===== src/rtl/arm_pkg.sv =====
// Shared ARM pipeline constants, condition codes and helpers.
// Imported by the memory stage and its sub-modules.
package arm_pkg;

  localparam logic [6:0]  NOP_OPCODE = 7'b0100000;
  localparam logic [31:0] NOP_INSTR  = 32'hE320F000;
  localparam logic [3:0]  LR_ADDR    = 4'd14;

  localparam logic [1:0] CLS_MEM_HI = 2'b11;
  localparam logic [3:0] CLS_LIT_HI = 4'b1000;
  localparam logic [3:0] CLS_BR_HI  = 4'b1001;

  typedef enum logic [3:0] {
    C_EQ = 4'b0000, C_NE = 4'b0001,
    C_CS = 4'b0010, C_CC = 4'b0011,
    C_MI = 4'b0100, C_PL = 4'b0101,
    C_VS = 4'b0110, C_VC = 4'b0111,
    C_HI = 4'b1000, C_LS = 4'b1001,
    C_GE = 4'b1010, C_LT = 4'b1011,
    C_GT = 4'b1100, C_LE = 4'b1101,
    C_AL = 4'b1110, C_NV = 4'b1111
  } cond_e;

  typedef enum logic [1:0] {
    WA_RD = 2'b00,
    WA_LR = 2'b01,
    WA_RN = 2'b10
  } w_addr_e;

  // nzcv = {N, Z, C, V}
  function automatic logic cond_passes(
    input logic [3:0] cond,
    input logic [3:0] nzcv
  );
    logic n, z, c, v;
    {n, z, c, v} = nzcv;
    case (cond_e'(cond))
      C_EQ: return z;
      C_NE: return !z;
      C_CS: return c;
      C_CC: return !c;
      C_MI: return n;
      C_PL: return !n;
      C_VS: return v;
      C_VC: return !v;
      C_HI: return c && !z;
      C_LS: return !c || z;
      C_GE: return n == v;
      C_LT: return n != v;
      C_GT: return !z && (n == v);
      C_LE: return z || (n != v);
      default: return 1'b1;
    endcase
  endfunction

endpackage


===== src/rtl/memory_unit_if.sv =====
// Execute <-> memory stage bus: instruction in, controls and
// forwarding identities out.
interface memory_unit_if;
  logic [31:0] instr_in;
  logic [6:0]  opcode_in;
  logic        sel_stall;
  logic [3:0]  status;
  logic [31:0] instr_output;
  logic [3:0]  rn_memory;
  logic [3:0]  rd_memory;
  logic [6:0]  opcode_memory;
  logic [1:0]  sel_w_addr1_memory;
  logic        w_en1;
  logic        w_en_ram;
  logic        sel_ram_addr;
  logic        load_pc;
  logic [3:0]  rt_memory_wait;
  logic [6:0]  opcode_memory_wait;

  modport master (
    output instr_in, opcode_in, sel_stall, status,
    input  instr_output, rn_memory, rd_memory,
    input  opcode_memory, sel_w_addr1_memory,
    input  w_en1, w_en_ram, sel_ram_addr, load_pc,
    input  rt_memory_wait, opcode_memory_wait
  );

  modport slave (
    input  instr_in, opcode_in, sel_stall, status,
    output instr_output, rn_memory, rd_memory,
    output opcode_memory, sel_w_addr1_memory,
    output w_en1, w_en_ram, sel_ram_addr, load_pc,
    output rt_memory_wait, opcode_memory_wait
  );
endinterface


===== src/rtl/memory_pipeline_unit.sv =====
// Memory stage register with bubble insertion on flush/stall.
module memory_pipeline_unit
  import arm_pkg::*;
(
  input  logic        clk,
  input  logic        rst,
  input  logic        bubble,
  input  logic [31:0] instr_in,
  input  logic [6:0]  opcode_in,
  output logic [31:0] instr_q,
  output logic [6:0]  opcode_q
);

  always_ff @(posedge clk) begin
    if (rst || bubble) begin
      instr_q  <= NOP_INSTR;
      opcode_q <= NOP_OPCODE;
    end else begin
      instr_q  <= instr_in;
      opcode_q <= opcode_in;
    end
  end

endmodule


===== src/rtl/memory_unit.sv =====
// Memory stage: condition check, RAM/regfile/PC control decode
// and the one-deep memory-wait register.
module memory_unit
  import arm_pkg::*;
(
  input  logic          clk,
  input  logic          rst,
  memory_unit_if.slave  bus
);

  logic [6:0] op;
  logic [6:0] op_eff;
  logic       cond_ok;
  logic       active;
  logic       wb;
  w_addr_e    w_sel;

  memory_pipeline_unit u_pipe (
    .clk       (clk),
    .rst       (rst),
    .bubble    (bus.load_pc || bus.sel_stall),
    .instr_in  (bus.instr_in),
    .opcode_in (bus.opcode_in),
    .instr_q   (bus.instr_output),
    .opcode_q  (op)
  );

  assign bus.rn_memory = bus.instr_output[19:16];
  assign bus.rd_memory = bus.instr_output[15:12];
  assign bus.opcode_memory = op_eff;
  assign bus.sel_w_addr1_memory = w_sel;

  always_comb begin
    // NV is only honoured as "always" for data-processing encodings
    if (bus.instr_output[31:28] == 4'b1111)
      cond_ok = !op[6];
    else
      cond_ok = cond_passes(bus.instr_output[31:28], bus.status);
    active = cond_ok && (op != NOP_OPCODE);
    op_eff = active ? op : NOP_OPCODE;
    wb = !bus.instr_output[24] || bus.instr_output[21];
    w_sel = WA_RD;
    bus.w_en1 = 1'b0;
    bus.w_en_ram = 1'b0;
    bus.sel_ram_addr = 1'b0;
    bus.load_pc = 1'b0;
    if (active) begin
      unique case (1'b1)
        !op[6]: bus.w_en1 = 1'b1;
        op[6:5] == CLS_MEM_HI: begin
          bus.w_en1 = wb;
          w_sel = wb ? WA_RN : WA_RD;
          bus.sel_ram_addr = !bus.instr_output[24];
          bus.w_en_ram = !op[4];
        end
        op[6:3] == CLS_LIT_HI: ;
        op[6:3] == CLS_BR_HI: begin
          bus.load_pc = 1'b1;
          if (bus.instr_output[24]) begin
            bus.w_en1 = 1'b1;
            w_sel = WA_LR;
          end
        end
        default: ;
      endcase
    end
  end

  always_ff @(posedge clk) begin
    if (rst) begin
      bus.rt_memory_wait     <= 4'd0;
      bus.opcode_memory_wait <= NOP_OPCODE;
    end else begin
      bus.rt_memory_wait     <= bus.instr_output[15:12];
      bus.opcode_memory_wait <= op_eff;
    end
  end

endmodule


===== src/flat_wrapper.sv =====
// flat-port wrapper written by rule: the top's interface ports become plain ports
module memory_unit_flat import arm_pkg::*;
  (clk, rst, bus_instr_in, bus_opcode_in, bus_sel_stall, bus_status, bus_instr_output, bus_rn_memory, bus_rd_memory, bus_opcode_memory, bus_sel_w_addr1_memory, bus_w_en1, bus_w_en_ram, bus_sel_ram_addr, bus_load_pc, bus_rt_memory_wait, bus_opcode_memory_wait);
  memory_unit_if bus_i ();
  input  logic clk;
  input  logic rst;
  input wire logic [$bits(bus_i.instr_in)-1:0] bus_instr_in;
  input wire logic [$bits(bus_i.opcode_in)-1:0] bus_opcode_in;
  input wire logic [$bits(bus_i.sel_stall)-1:0] bus_sel_stall;
  input wire logic [$bits(bus_i.status)-1:0] bus_status;
  output wire logic [$bits(bus_i.instr_output)-1:0] bus_instr_output;
  output wire logic [$bits(bus_i.rn_memory)-1:0] bus_rn_memory;
  output wire logic [$bits(bus_i.rd_memory)-1:0] bus_rd_memory;
  output wire logic [$bits(bus_i.opcode_memory)-1:0] bus_opcode_memory;
  output wire logic [$bits(bus_i.sel_w_addr1_memory)-1:0] bus_sel_w_addr1_memory;
  output wire logic [$bits(bus_i.w_en1)-1:0] bus_w_en1;
  output wire logic [$bits(bus_i.w_en_ram)-1:0] bus_w_en_ram;
  output wire logic [$bits(bus_i.sel_ram_addr)-1:0] bus_sel_ram_addr;
  output wire logic [$bits(bus_i.load_pc)-1:0] bus_load_pc;
  output wire logic [$bits(bus_i.rt_memory_wait)-1:0] bus_rt_memory_wait;
  output wire logic [$bits(bus_i.opcode_memory_wait)-1:0] bus_opcode_memory_wait;
  assign bus_i.instr_in = bus_instr_in;
  assign bus_i.opcode_in = bus_opcode_in;
  assign bus_i.sel_stall = bus_sel_stall;
  assign bus_i.status = bus_status;
  assign bus_instr_output = bus_i.instr_output;
  assign bus_rn_memory = bus_i.rn_memory;
  assign bus_rd_memory = bus_i.rd_memory;
  assign bus_opcode_memory = bus_i.opcode_memory;
  assign bus_sel_w_addr1_memory = bus_i.sel_w_addr1_memory;
  assign bus_w_en1 = bus_i.w_en1;
  assign bus_w_en_ram = bus_i.w_en_ram;
  assign bus_sel_ram_addr = bus_i.sel_ram_addr;
  assign bus_load_pc = bus_i.load_pc;
  assign bus_rt_memory_wait = bus_i.rt_memory_wait;
  assign bus_opcode_memory_wait = bus_i.opcode_memory_wait;
  memory_unit u_core (.clk(clk), .rst(rst), .bus(bus_i));
endmodule

===== config.mk =====
export PLATFORM = sky130hd
export DESIGN_NAME = memory_unit_flat
export DESIGN_NICKNAME = d
export VERILOG_FILES = /design/src/rtl/arm_pkg.sv /design/src/rtl/memory_unit_if.sv /design/src/rtl/memory_pipeline_unit.sv /design/src/rtl/memory_unit.sv /design/src/flat_wrapper.sv
export SDC_FILE = /design/constraint.sdc
export NUM_CORES = 1
export LEC_CHECK = 0
export CORE_MARGIN = 2
export CORE_UTILIZATION = 35
export DETAILED_ROUTE_END_ITERATION = 8
export PLACE_DENSITY = 0.83
export SYNTH_ARGS = -nofsm -noshare
export SYNTH_HDL_FRONTEND = slang
export SYNTH_SLANG_ARGS = --single-unit

===== constraint.sdc =====
create_clock -name clk -period 2.81 [get_ports clk]
set_clock_uncertainty 0.05 [all_clocks]
set_input_delay 0.562 -clock clk [delete_from_list [all_inputs] [get_ports clk]]
set_output_delay 0.562 -clock clk [all_outputs]
set_load 0.05 [all_outputs]

==> metrics.yaml <==
dpl.hpwl_um: 4036
layout_min_cycle_time_ns: 2.730
ys_async_sr_fraction_pct: 0
regToRegEndpoint: "u_core.bus.opcode_memory_wait[5]"
cts_buffers: 5
setup_viol: 0
crit_slowest_cell: "dfxtp_4"
required_ns: 2.20
syn2layout_area_growth_pct: 73.24
timing.rr.start: "u_core.u_pipe.instr_q[30]"
root_buffer: "clkbuf_8"
tightest_slew_ns: 0.5200
powerDensity_nw_per_um2: 464.8
wl_um: 5406
ys.flop_type: "dfxtp_1"
hold_end: "u_core.bus.rt_memory_wait[0]"
seq_area_frac_synth_pct: 50.38
ant_nets: 0
hold-path-cell-count: 1
drc_errors: 0
hold_class: "reg -> reg"
critPathLaunchType: "flop"
hold_viol: 0
grtUsageMet1_pct: 21.12
slew_headroom_pct: 65.22
top_usage_layer: "met2"
wl_per_cell_um: 14.45
final_cell_mix: "92 x clkdlybuf4s50_1, 47 x dfxtp_1, 30 x nand2_1"
vias: 1814
rsz0062_at_grt: "no"
p_int_w: 0.001129
syn-num-nets: 243
cp.arrival_ns: 2.12
antennaDiodeCount: 0
fin_total_pwr_w: 0.001600
io_pins: 110
crit_path_max_incr_delay_ns: 0.40
path_delay_family: "multiplexers"
critPathBufInv: 2
grt_pass1_vias: 1728
synth_edf_count: 0
maxSlewViolCount: 0
mostFrequentLayoutCell: "clkdlybuf4s50_1"
r2r_cells: 6
ys_types: 40
port_buffers: 109
hp-start: "u_core.u_pipe.instr_q[12]"
die_y_um: 79.35
antenna_found_initial: 0
ys_seq_elements: 50
synth_warnings: 0
seq_power_share_pct: 47.2
cts_tree: "built"
grt-ovfl-total: 0
clkSinkCount: 50
grt_pass1_wl_um: 8638
max_cap_viol_count: 0
cts_hold_buf: 0
cp_max_fo: 7
regToRegSetupSlack_ns: 0.77
die_w_um: 79.35
placementRows: 27
drtIter0Drc: 87
ir_worst_vdd_mv: 0.2933
netlist_area_um2: 1987
p_sw_w: 0.0004714
final_layout_size_suffix_gt1_share_pct: 21.52
cp_cell_sequence: "mux2i_1, mux2i_1, o211ai_2, and2_4, buf_12, nor3b_4, buf_12"
p_comb_share_pct: 26.2
use_met2_pct: 29.66
clk_latency_ns: 0.30
grt_usage_pct: 17.71
whs_ns: 0.4517
cts_buffer_depth: 2
min_period_over_period_pct: 97.17
first_pass_iters: 4
drt-vias-per-instance: 4.850
dieArea_um2: 6296
start_util_pct: 36.08
outcome: "finished, final reports clean"
clock.fmax_ghz: 0.3662
nNetsFinal: 347
clk_pin_slew_ns: 0.09
core-area_um2: 5507
avgSynthCellArea_um2: 10.09
swShare_pct: 29.46
h-tree-depth: 2
p_clk_share_pct: 26.5
grt_use_met3_pct: 7.386
path_class: "reg -> out"
p_leak_nw: 1.337
gp_congestion: 0.7510
endpoint_kind: "output port"
syn_inst: 197
grt_max_degree: 42
-- state kept, by name (all words and copies together), names as in the netlist --
register                       cells
u_core.u_pipe.instr_q             32
u_core.u_pipe.opcode_q             7
u_core.bus.rt_memory_wait          4
u_core.bus.opcode_memory_wait      7
-- final cells by class --
cell class | count | area [um^2]
multi-input cells | 122 | 937.1
clock buffers | 7 | 86.33
flip-flops and latches | 50 | 1007
inverters | 1 | 3.754
clock inverters | 1 | 5.005
repair buffers | 121 | 1313
fillers | 443 | 2064
well taps | 72 | 90.09
-- metal layers --
| layer | vias up | routed length [um] |
|---|---|---|
| met1 | 833 | 2213 |
| met2 | 87 | 2632 |
| met3 | 6 | 508 |
| met4 | 0 | 51 |
| li1 | 888 | - |
| met5 | - | 0 |
-- power groups by stage --
stage | registers (W) | logic, W | clock network (W)
after floorplan | 0.000855 | 0.000155 | 0
after global placement | 0.000772 | 0.000417 | 0
after detailed placement | 0.000773 | 0.000421 | 0
after CTS | 0.000757 | 0.000421 | 0.000437
after global routing | 0.000760 | 0.000440 | 0.000468
final | 0.000756 | 0.000420 | 0.000424
-- how the worst max path moves through the flow --
stage,slack (ns),to,from,depth (start not counted)
after global placement,-0.20,bus_opcode_memory[5],bus_status[0],7
after floorplan,0.003,bus_opcode_memory[0],u_core.u_pipe.instr_q[28],7
final,0.08,bus_opcode_memory[0],u_core.u_pipe.instr_q[30],7
after detailed placement,-0.26,bus_opcode_memory[5],bus_status[3],7
after CTS,0.004,bus_opcode_memory[1],bus_status[3],8
after global routing,0.005,bus_opcode_memory[0],u_core.u_pipe.instr_q[30],7
-- cells by family (layout without fill, tap and decap cells) --
family | Yosys count | count (layout) | synth area share, %
simple gates | 68 | 68 | 21.54
buf+inv | 25 | 130 | 7.115
compound gates | 47 | 47 | 16.94
xor+xnor | 2 | 2 | 1.260
mux | 5 | 5 | 2.771
flops | 50 | 50 | 50.38
-- cells in the mapped netlist (all sizes together) (2+ instances only) --
cell / count / area share (%)
nor4b: 7 / 5.0
o211ai: 2 / 1.0
and3: 2 / 0.63
nor2: 2 / 0.38
and2: 2 / 0.76
buf: 16 / 5.4
nand2b: 2 / 0.63
a21oi: 29 / 7.9
mux2i: 4 / 2.0
dfxtp: 50 / 50
clkbuf: 8 / 1.5
nor2b: 4 / 1.3
a211o: 11 / 4.8
xnor2: 2 / 1.3
nand2: 30 / 5.7
nor3b: 8 / 3.0
and3b: 3 / 1.3
-- worst register-to-register path: cells and delay by family, from the launching register on --
kind                   cells  cell delay (ns)
and+or+nand+nor            2             0.68
muxes                      2             0.49
buffers and inverters      1             0.14
DFF                        1             0.40
AOI/OAI and AO/OA          1             0.16
-- timing repair --
item / 4_1_cts / 5_1_grt
pin swaps: 8 / 6
gates resized for setup: 6 / 10
buffers inserted: 0 / 1
endpoints found under the setup margin: 13 / 9
-- stage by stage --
stage	instance area [um^2]	utilization (%)	instances	worst slack (ns)	TNS, ns
after floorplan	2063	-	197	0.002704	0
after global placement	3342	60.69	365	-0.2049	-1.778
final	3442	62.51	374	0.07955	0
after detailed placement	3342	60.69	365	-0.2615	-2.510
after global routing	3442	62.51	374	0.005401	0
after CTS	3437	62.42	373	0.003880	0
Note: power is estimated with default switching activity, not from simulation.
